==> src/rtl/lcd_pkg.sv <==
// Shared types and constants for the HD44780 read-side engine.
// Timing defaults assume a 50 MHz clock: 2 + 25 + 2 + 21 cycles = 1 us per bus cycle.
package lcd_pkg;

  typedef enum logic [2:0] {
    ST_IDLE,
    ST_SETUP,
    ST_EN_HI,
    ST_HOLD,
    ST_GAP,
    ST_CHECK,
    ST_DONE
  } state_t;

  localparam int DEF_T_SETUP   = 2;
  localparam int DEF_T_EN_HIGH = 25;
  localparam int DEF_T_HOLD    = 2;
  localparam int DEF_T_GAP     = 21;
  localparam int DEF_POLL_MAX  = 2000;

  localparam logic LCD_RS_CMD  = 1'b0;
  localparam logic LCD_RS_DATA = 1'b1;

  localparam int BF_BIT = 7;

  // Width that holds the largest phase length.
  function automatic int phase_width(input int a, input int b, input int c, input int d);
    int m;
    m = a;
    if (b > m) m = b;
    if (c > m) m = c;
    if (d > m) m = d;
    return $clog2(m + 1);
  endfunction

endpackage

==> src/rtl/lcd_reader_if.sv <==
// Request/response and LCD pin bundle between the read engine and its user.
// Handshake: iSTART is a one-cycle request taken only while oBUSY = 0; oDONE pulses once per accepted request.
interface lcd_reader_if;

  logic                 iSTART;
  logic                 iMODE;
  logic                 iWAIT_READY;
  logic [7:0]           iLCD_DATA;
  logic                 oBUSY;
  logic                 oDONE;
  logic [7:0]           oDATA;
  logic                 oBF;
  logic [6:0]           oADDR;
  logic                 oTIMEOUT;
  logic                 oRD_ACTIVE;
  logic                 LCD_RW;
  logic                 LCD_RS;
  logic                 LCD_EN;
  lcd_pkg::state_t      state;

  modport master (
    output iSTART, iMODE, iWAIT_READY, iLCD_DATA,
    input  oBUSY, oDONE, oDATA, oBF, oADDR, oTIMEOUT, oRD_ACTIVE,
    input  LCD_RW, LCD_RS, LCD_EN, state
  );

  modport slave (
    input  iSTART, iMODE, iWAIT_READY, iLCD_DATA,
    output oBUSY, oDONE, oDATA, oBF, oADDR, oTIMEOUT, oRD_ACTIVE,
    output LCD_RW, LCD_RS, LCD_EN, state
  );

endinterface

==> src/rtl/lcd_phase_timer.sv <==
// Loadable down-counter; tc is high in the last cycle of a phase loaded with length-1.
module lcd_phase_timer #(
    parameter int W = 5
) (
    input  logic         clk,
    input  logic         rst,
    input  logic         load,
    input  logic [W-1:0] value,
    output logic         tc
);

    logic [W-1:0] cnt;

    always_ff @(posedge clk) begin
        if (rst) begin
            cnt <= '0;
        end else if (load) begin
            cnt <= value;
        end else if (cnt != '0) begin
            cnt <= cnt - W'(1);
        end
    end

    assign tc = (cnt == '0);

endmodule

==> src/rtl/lcd_reader.sv <==
// HD44780 read engine: status or data reads with EN timing, optional busy-flag polling.
module lcd_reader
    import lcd_pkg::*;
#(
    parameter int T_SETUP   = DEF_T_SETUP,
    parameter int T_EN_HIGH = DEF_T_EN_HIGH,
    parameter int T_HOLD    = DEF_T_HOLD,
    parameter int T_GAP     = DEF_T_GAP,
    parameter int POLL_MAX  = DEF_POLL_MAX
) (
    input  logic          iCLK,
    input  logic          iRST,
    lcd_reader_if.slave   bus
);

    localparam int CW = phase_width(T_SETUP, T_EN_HIGH, T_HOLD, T_GAP);
    localparam int PW = $clog2(POLL_MAX + 1);
    localparam logic [PW-1:0] POLL_LIM = PW'(POLL_MAX);

    state_t        state;
    logic          mode_q, wait_q;
    logic [PW-1:0] poll_cnt;
    logic          busy, done, bf, timeout, rd_active, rw, rs, en;
    logic [7:0]    data_q;
    logic [6:0]    addr;

    logic          tc, load;
    logic [CW-1:0] load_val;
    logic [PW-1:0] poll_next;
    logic          poll_again;

    // CHECK sees the count after this read has been counted.
    assign poll_next  = poll_cnt + PW'(1);
    assign poll_again = wait_q && bf && (poll_next < POLL_LIM);

    always_comb begin
        load     = 1'b0;
        load_val = '0;
        case (state)
            ST_IDLE:  if (bus.iSTART) begin load = 1'b1; load_val = CW'(T_SETUP - 1);   end
            ST_SETUP: if (tc)         begin load = 1'b1; load_val = CW'(T_EN_HIGH - 1); end
            ST_EN_HI: if (tc)         begin load = 1'b1; load_val = CW'(T_HOLD - 1);    end
            ST_HOLD:  if (tc)         begin load = 1'b1; load_val = CW'(T_GAP - 1);     end
            ST_CHECK: if (poll_again) begin load = 1'b1; load_val = CW'(T_SETUP - 1);   end
            default:  ;
        endcase
    end

    lcd_phase_timer #(.W(CW)) u_timer (
        .clk   (iCLK),
        .rst   (iRST),
        .load  (load),
        .value (load_val),
        .tc    (tc)
    );

    always_ff @(posedge iCLK) begin
        if (iRST) begin
            state     <= ST_IDLE;
            mode_q    <= 1'b0;
            wait_q    <= 1'b0;
            poll_cnt  <= '0;
            busy      <= 1'b0;
            done      <= 1'b0;
            data_q    <= 8'h00;
            bf        <= 1'b1;
            addr      <= 7'h00;
            timeout   <= 1'b0;
            rd_active <= 1'b0;
            rw        <= 1'b0;
            rs        <= 1'b0;
            en        <= 1'b0;
        end else begin
            done <= 1'b0;
            case (state)
                ST_IDLE: if (bus.iSTART) begin
                    state     <= ST_SETUP;
                    mode_q    <= bus.iMODE;
                    wait_q    <= bus.iWAIT_READY & ~bus.iMODE;
                    poll_cnt  <= '0;
                    timeout   <= 1'b0;
                    busy      <= 1'b1;
                    rd_active <= 1'b1;
                    rw        <= 1'b1;
                    rs        <= bus.iMODE ? LCD_RS_DATA : LCD_RS_CMD;
                    en        <= 1'b0;
                end
                ST_SETUP: if (tc) begin
                    state <= ST_EN_HI;
                    en    <= 1'b1;
                end
                ST_EN_HI: if (tc) begin
                    state  <= ST_HOLD;
                    en     <= 1'b0;
                    data_q <= bus.iLCD_DATA;
                    if (mode_q == LCD_RS_CMD) begin
                        bf   <= bus.iLCD_DATA[BF_BIT];
                        addr <= bus.iLCD_DATA[6:0];
                    end
                end
                ST_HOLD: if (tc) state <= ST_GAP;
                ST_GAP: if (tc) begin
                    state     <= ST_CHECK;
                    rd_active <= 1'b0;
                end
                ST_CHECK: begin
                    if (poll_cnt != POLL_LIM) poll_cnt <= poll_next;
                    if (poll_again) begin
                        state     <= ST_SETUP;
                        rd_active <= 1'b1;
                    end else begin
                        state <= ST_DONE;
                        done  <= 1'b1;
                        rw    <= 1'b0;
                        rs    <= 1'b0;
                        if (wait_q && bf) timeout <= 1'b1;
                    end
                end
                ST_DONE: begin
                    state <= ST_IDLE;
                    busy  <= 1'b0;
                end
                default: state <= ST_IDLE;
            endcase
        end
    end

    assign bus.oBUSY      = busy;
    assign bus.oDONE      = done;
    assign bus.oDATA      = data_q;
    assign bus.oBF        = bf;
    assign bus.oADDR      = addr;
    assign bus.oTIMEOUT   = timeout;
    assign bus.oRD_ACTIVE = rd_active;
    assign bus.LCD_RW     = rw;
    assign bus.LCD_RS     = rs;
    assign bus.LCD_EN     = en;
    assign bus.state      = state;

endmodule

==> src/flat_wrapper.sv <==
// flat-port wrapper written by rule: the top's interface ports become plain ports
module lcd_reader_flat import lcd_pkg::*;
#(
    parameter int T_SETUP   = DEF_T_SETUP,
    parameter int T_EN_HIGH = DEF_T_EN_HIGH,
    parameter int T_HOLD    = DEF_T_HOLD,
    parameter int T_GAP     = DEF_T_GAP,
    parameter int POLL_MAX  = DEF_POLL_MAX
)
  (iCLK, iRST, bus_iSTART, bus_iMODE, bus_iWAIT_READY, bus_iLCD_DATA, bus_oBUSY, bus_oDONE, bus_oDATA, bus_oBF, bus_oADDR, bus_oTIMEOUT, bus_oRD_ACTIVE, bus_LCD_RW, bus_LCD_RS, bus_LCD_EN, bus_state);
  lcd_reader_if bus_i ();
  input  logic iCLK;
  input  logic iRST;
  input wire logic [$bits(bus_i.iSTART)-1:0] bus_iSTART;
  input wire logic [$bits(bus_i.iMODE)-1:0] bus_iMODE;
  input wire logic [$bits(bus_i.iWAIT_READY)-1:0] bus_iWAIT_READY;
  input wire logic [$bits(bus_i.iLCD_DATA)-1:0] bus_iLCD_DATA;
  output wire logic [$bits(bus_i.oBUSY)-1:0] bus_oBUSY;
  output wire logic [$bits(bus_i.oDONE)-1:0] bus_oDONE;
  output wire logic [$bits(bus_i.oDATA)-1:0] bus_oDATA;
  output wire logic [$bits(bus_i.oBF)-1:0] bus_oBF;
  output wire logic [$bits(bus_i.oADDR)-1:0] bus_oADDR;
  output wire logic [$bits(bus_i.oTIMEOUT)-1:0] bus_oTIMEOUT;
  output wire logic [$bits(bus_i.oRD_ACTIVE)-1:0] bus_oRD_ACTIVE;
  output wire logic [$bits(bus_i.LCD_RW)-1:0] bus_LCD_RW;
  output wire logic [$bits(bus_i.LCD_RS)-1:0] bus_LCD_RS;
  output wire logic [$bits(bus_i.LCD_EN)-1:0] bus_LCD_EN;
  output wire logic [$bits(bus_i.state)-1:0] bus_state;
  assign bus_i.iSTART = bus_iSTART;
  assign bus_i.iMODE = bus_iMODE;
  assign bus_i.iWAIT_READY = bus_iWAIT_READY;
  assign bus_i.iLCD_DATA = bus_iLCD_DATA;
  assign bus_oBUSY = bus_i.oBUSY;
  assign bus_oDONE = bus_i.oDONE;
  assign bus_oDATA = bus_i.oDATA;
  assign bus_oBF = bus_i.oBF;
  assign bus_oADDR = bus_i.oADDR;
  assign bus_oTIMEOUT = bus_i.oTIMEOUT;
  assign bus_oRD_ACTIVE = bus_i.oRD_ACTIVE;
  assign bus_LCD_RW = bus_i.LCD_RW;
  assign bus_LCD_RS = bus_i.LCD_RS;
  assign bus_LCD_EN = bus_i.LCD_EN;
  assign bus_state = bus_i.state;
  lcd_reader #(.T_SETUP(T_SETUP), .T_EN_HIGH(T_EN_HIGH), .T_HOLD(T_HOLD), .T_GAP(T_GAP), .POLL_MAX(POLL_MAX)) u_core (.iCLK(iCLK), .iRST(iRST), .bus(bus_i));
endmodule
==> config.mk <==
export PLATFORM = sky130hd
export DESIGN_NAME = lcd_reader_flat
export DESIGN_NICKNAME = d
export VERILOG_FILES = /design/src/rtl/lcd_pkg.sv /design/src/rtl/lcd_reader_if.sv /design/src/rtl/lcd_phase_timer.sv /design/src/rtl/lcd_reader.sv /design/src/flat_wrapper.sv
export SDC_FILE = /design/constraint.sdc
export NUM_CORES = 1
export LEC_CHECK = 0
export ABC_AREA = 1
export CORE_MARGIN = 10
export CORE_UTILIZATION = 50
export DETAILED_ROUTE_END_ITERATION = 12
export GPL_TIMING_DRIVEN = 0
export MAX_ROUTING_LAYER = met4
export PLACE_DENSITY = 0.87
export SLEW_MARGIN = 20
export SYNTH_ARGS = -nofsm -noshare
export SYNTH_HDL_FRONTEND = slang
export SYNTH_SLANG_ARGS = --single-unit
==> constraint.sdc <==
create_clock -name iCLK -period 2.3 [get_ports iCLK]
set_input_delay 0.46 -clock iCLK [delete_from_list [all_inputs] [get_ports iCLK]]
set_output_delay 0.46 -clock iCLK [all_outputs]
set_load 0.02 [all_outputs]
==> results.ini <==
[sta]
hold_viol = 0
timing.final.crit_share_pct = 84.7
finalSetupTns_ps = 0
tightest_slew_ps = 479
max_freq_mhz = 513
rsz0062_at_grt = no
fin_worst_skew_ps = 7.44
slew_viol_final = 0
maxSlewHeadroom_pct = 68.1
min_period_ps = 1950
finalSetupViolCount = 0

[cts]
cts-resized-gates = 0
htreeDepth = 2
hold_buffers = 0
cts_sinks = 44
clock_latency_ps = 310
cts_max_path_buffers = 2
cts_tree = built
cts_root_buf = clkbuf_8
clk_pin_slew_ps = 80
cts_setup_buffers = 0
cts_buffers = 5

[cells_and_area]
final_cell_mix = nand2_1 (70), nor2_1 (45), dfxtp_1 (44), clkdlybuf4s50_1 (37), inv_1 (29)
drive_above_1_share_pct = 11.0
fin_nets = 368
final_common_cell = nand2_1
area_growth_pct = 25.2
fillers = 349
antenna_cells = 0
final_cells = 403

[power_and_ir_drop]
finalPower_uw = 2860
leakagePower_uw = 0.00111
power_density_nw_per_um2 = 1050
irDropWorstVdd_mv = 0.771

[setup_path]
cp.arrival_ps = 1490
critPathMaxFanout = 7
cp.depth = 1
required_ps = 1840
critical-path-top-delay-family = buffers and inverters
path_buf_inv = 1
endpoint_kind = primary output
slowest_stage = clkdlybuf4s50_1
crit_chain = clkdlybuf4s50_1
worstRegToRegCells = 12
max_stage_delay_ps = 670
startpoint_type = flop
crit_type = reg2out

[flow_run]
drv_cap = 0

[routing]
via_per_inst = 5.21
highest_layer = met4
wl_met3_um = 303
dr.pass1.iters = 4
met2_length_um = 2570
via_count = 2099
drt-met1-wl_um = 2230
post-route-drc-count = 0
initialDrtViolationCount = 96
totalWireLength_um = 5200
drtAntennaViolNets = 0
routedWlPerCell_um = 12.9

[synthesis]
syn_area_um2 = 2180
syn_nets = 324
avgSynthCellArea_um2 = 7.07
yosys_warnings = 0
synth.distinct_cells = 35
synth_seq_area_share_pct = 40.4
ys_ff_latch = 44
synth_cells = 308

[run_status]
status = finished, final reports clean

[floorplan]
ioPinCount = 39
die_area_um2 = 7400
chipHeight_um = 86.0
initial_core_util_pct = 52.9
coreArea_um2 = 4120
rows = 23
die_x_um = 86.0

[hold_path]
hold_class = reg2reg
hold_depth = 2

[placed_design]
place_inst = 395
portBuffers = 37
gp_congestion = 0.889
dpl.hpwl_um = 3930

[global_routing]
grt_max_degree = 16
grt_use_total_pct = 15.1
grt_first_pass_wirelength_um = 8940
grt_pass1_vias = 1996
grt_overflow = 0
antenna_found_initial = 0

[layer usage]
layer,track usage (%),up-vias
li1,-,1088
met5,-,-
met4,5.69,0
met3,5.30,9
met2,25.1,51
met1,16.2,951
[registers in the layout (all words and copies together) (netlist names), 3 cells and up]
| signal | cells |
|---|---|
| u_core.poll_cnt | 11 |
| u_core.bus.oDATA | 8 |
| u_core.bus.oADDR | 7 |
| u_core.u_timer.cnt | 5 |
| u_core.bus.state | 3 |
[worst register-to-register path, delay by kind of cell (launching register included)]
kind | cells | cell delay, ps
fa+ha+maj | 1 | 250
flops | 1 | 410
buf+inv | 1 | 120
simple gates | 9 | 860
compound gates | 1 | 140
[worst paths after layout]
kind	slack, ps	from	end
worst max register to register	410	u_core.poll_cnt[1]$_SDFFE_PP0P_	u_core.u_timer.cnt[2]$_SDFFE_PP0P_
worst min register to register	470	u_core.wait_q$_SDFFE_PP0P_	u_core.wait_q$_SDFFE_PP0P_
worst min-delay path	470	u_core.wait_q$_SDFFE_PP0P_	u_core.wait_q$_SDFFE_PP0P_
worst max-delay path	350	u_core.bus.state[1]$_SDFFE_PP0P_	bus_state[1]
[cells in the mapped netlist (all sizes together)]
library cell  number  share of area [%]
nor2              51                 10
o211ai             3                1.0
clkbuf             5               0.86
o21ai             19                4.5
o311ai             1               0.40
a21oi             25                6.4
inv               36                6.2
xor2               4                1.6
buf                2               0.86
nand3             21                5.5
o21bai             1               0.34
nor3b              1               0.57
or2                1               0.29
o22ai              1               0.29
nand3b             4                1.4
ha                 3                1.7
nor4               1               0.29
o2111a             1               0.52
nand2             74                 13
dfxtp             44                 40
o31ai              1               0.34
nor3               4                1.7
nand4              4                1.1
clkinv             1               0.17
[metrics by stage]
step / instance area, um2 / hold WS (ps) / setup slack, ps / utilization, %
finish: 2730 / 468 / 352 / 66.3
floorplan: 2180 / 444 / 685 / -
detailed placement: 2610 / 458 / 360 / 63.5
global route: 2730 / 491 / 197 / 66.3
CTS: 2730 / 469 / 344 / 66.3
global placement: 2610 / 452 / 388 / 63.5
[area by class of cell]
class / count / area [um2] / share of cell area, %
buffer: 7 / 37.5 / 1.38
clock buffer: 5 / 68.8 / 2.52
clock inverter: 3 / 46.3 / 1.70
inverter: 37 / 139 / 5.09
multi-input combinational: 220 / 1120 / 41.1
sequential: 44 / 881 / 32.3
tap: 50 / 62.6 / 2.29
timing repair buffer: 37 / 370 / 13.6
[report_power, final]
part,switching (uW),internal [uW]
Combinational,740,481
Clock,288,327
Sequential,114,905
Total,1140,1710
[logic make-up after synthesis]
logic type | share of synthesized area [%]
compound gates | 13.9
buf+inv | 8.10
xor+xnor | 1.61
simple gates | 34.2
flops | 40.4
fa+ha+maj | 1.72
Note: power is estimated with default switching activity, not from simulation.
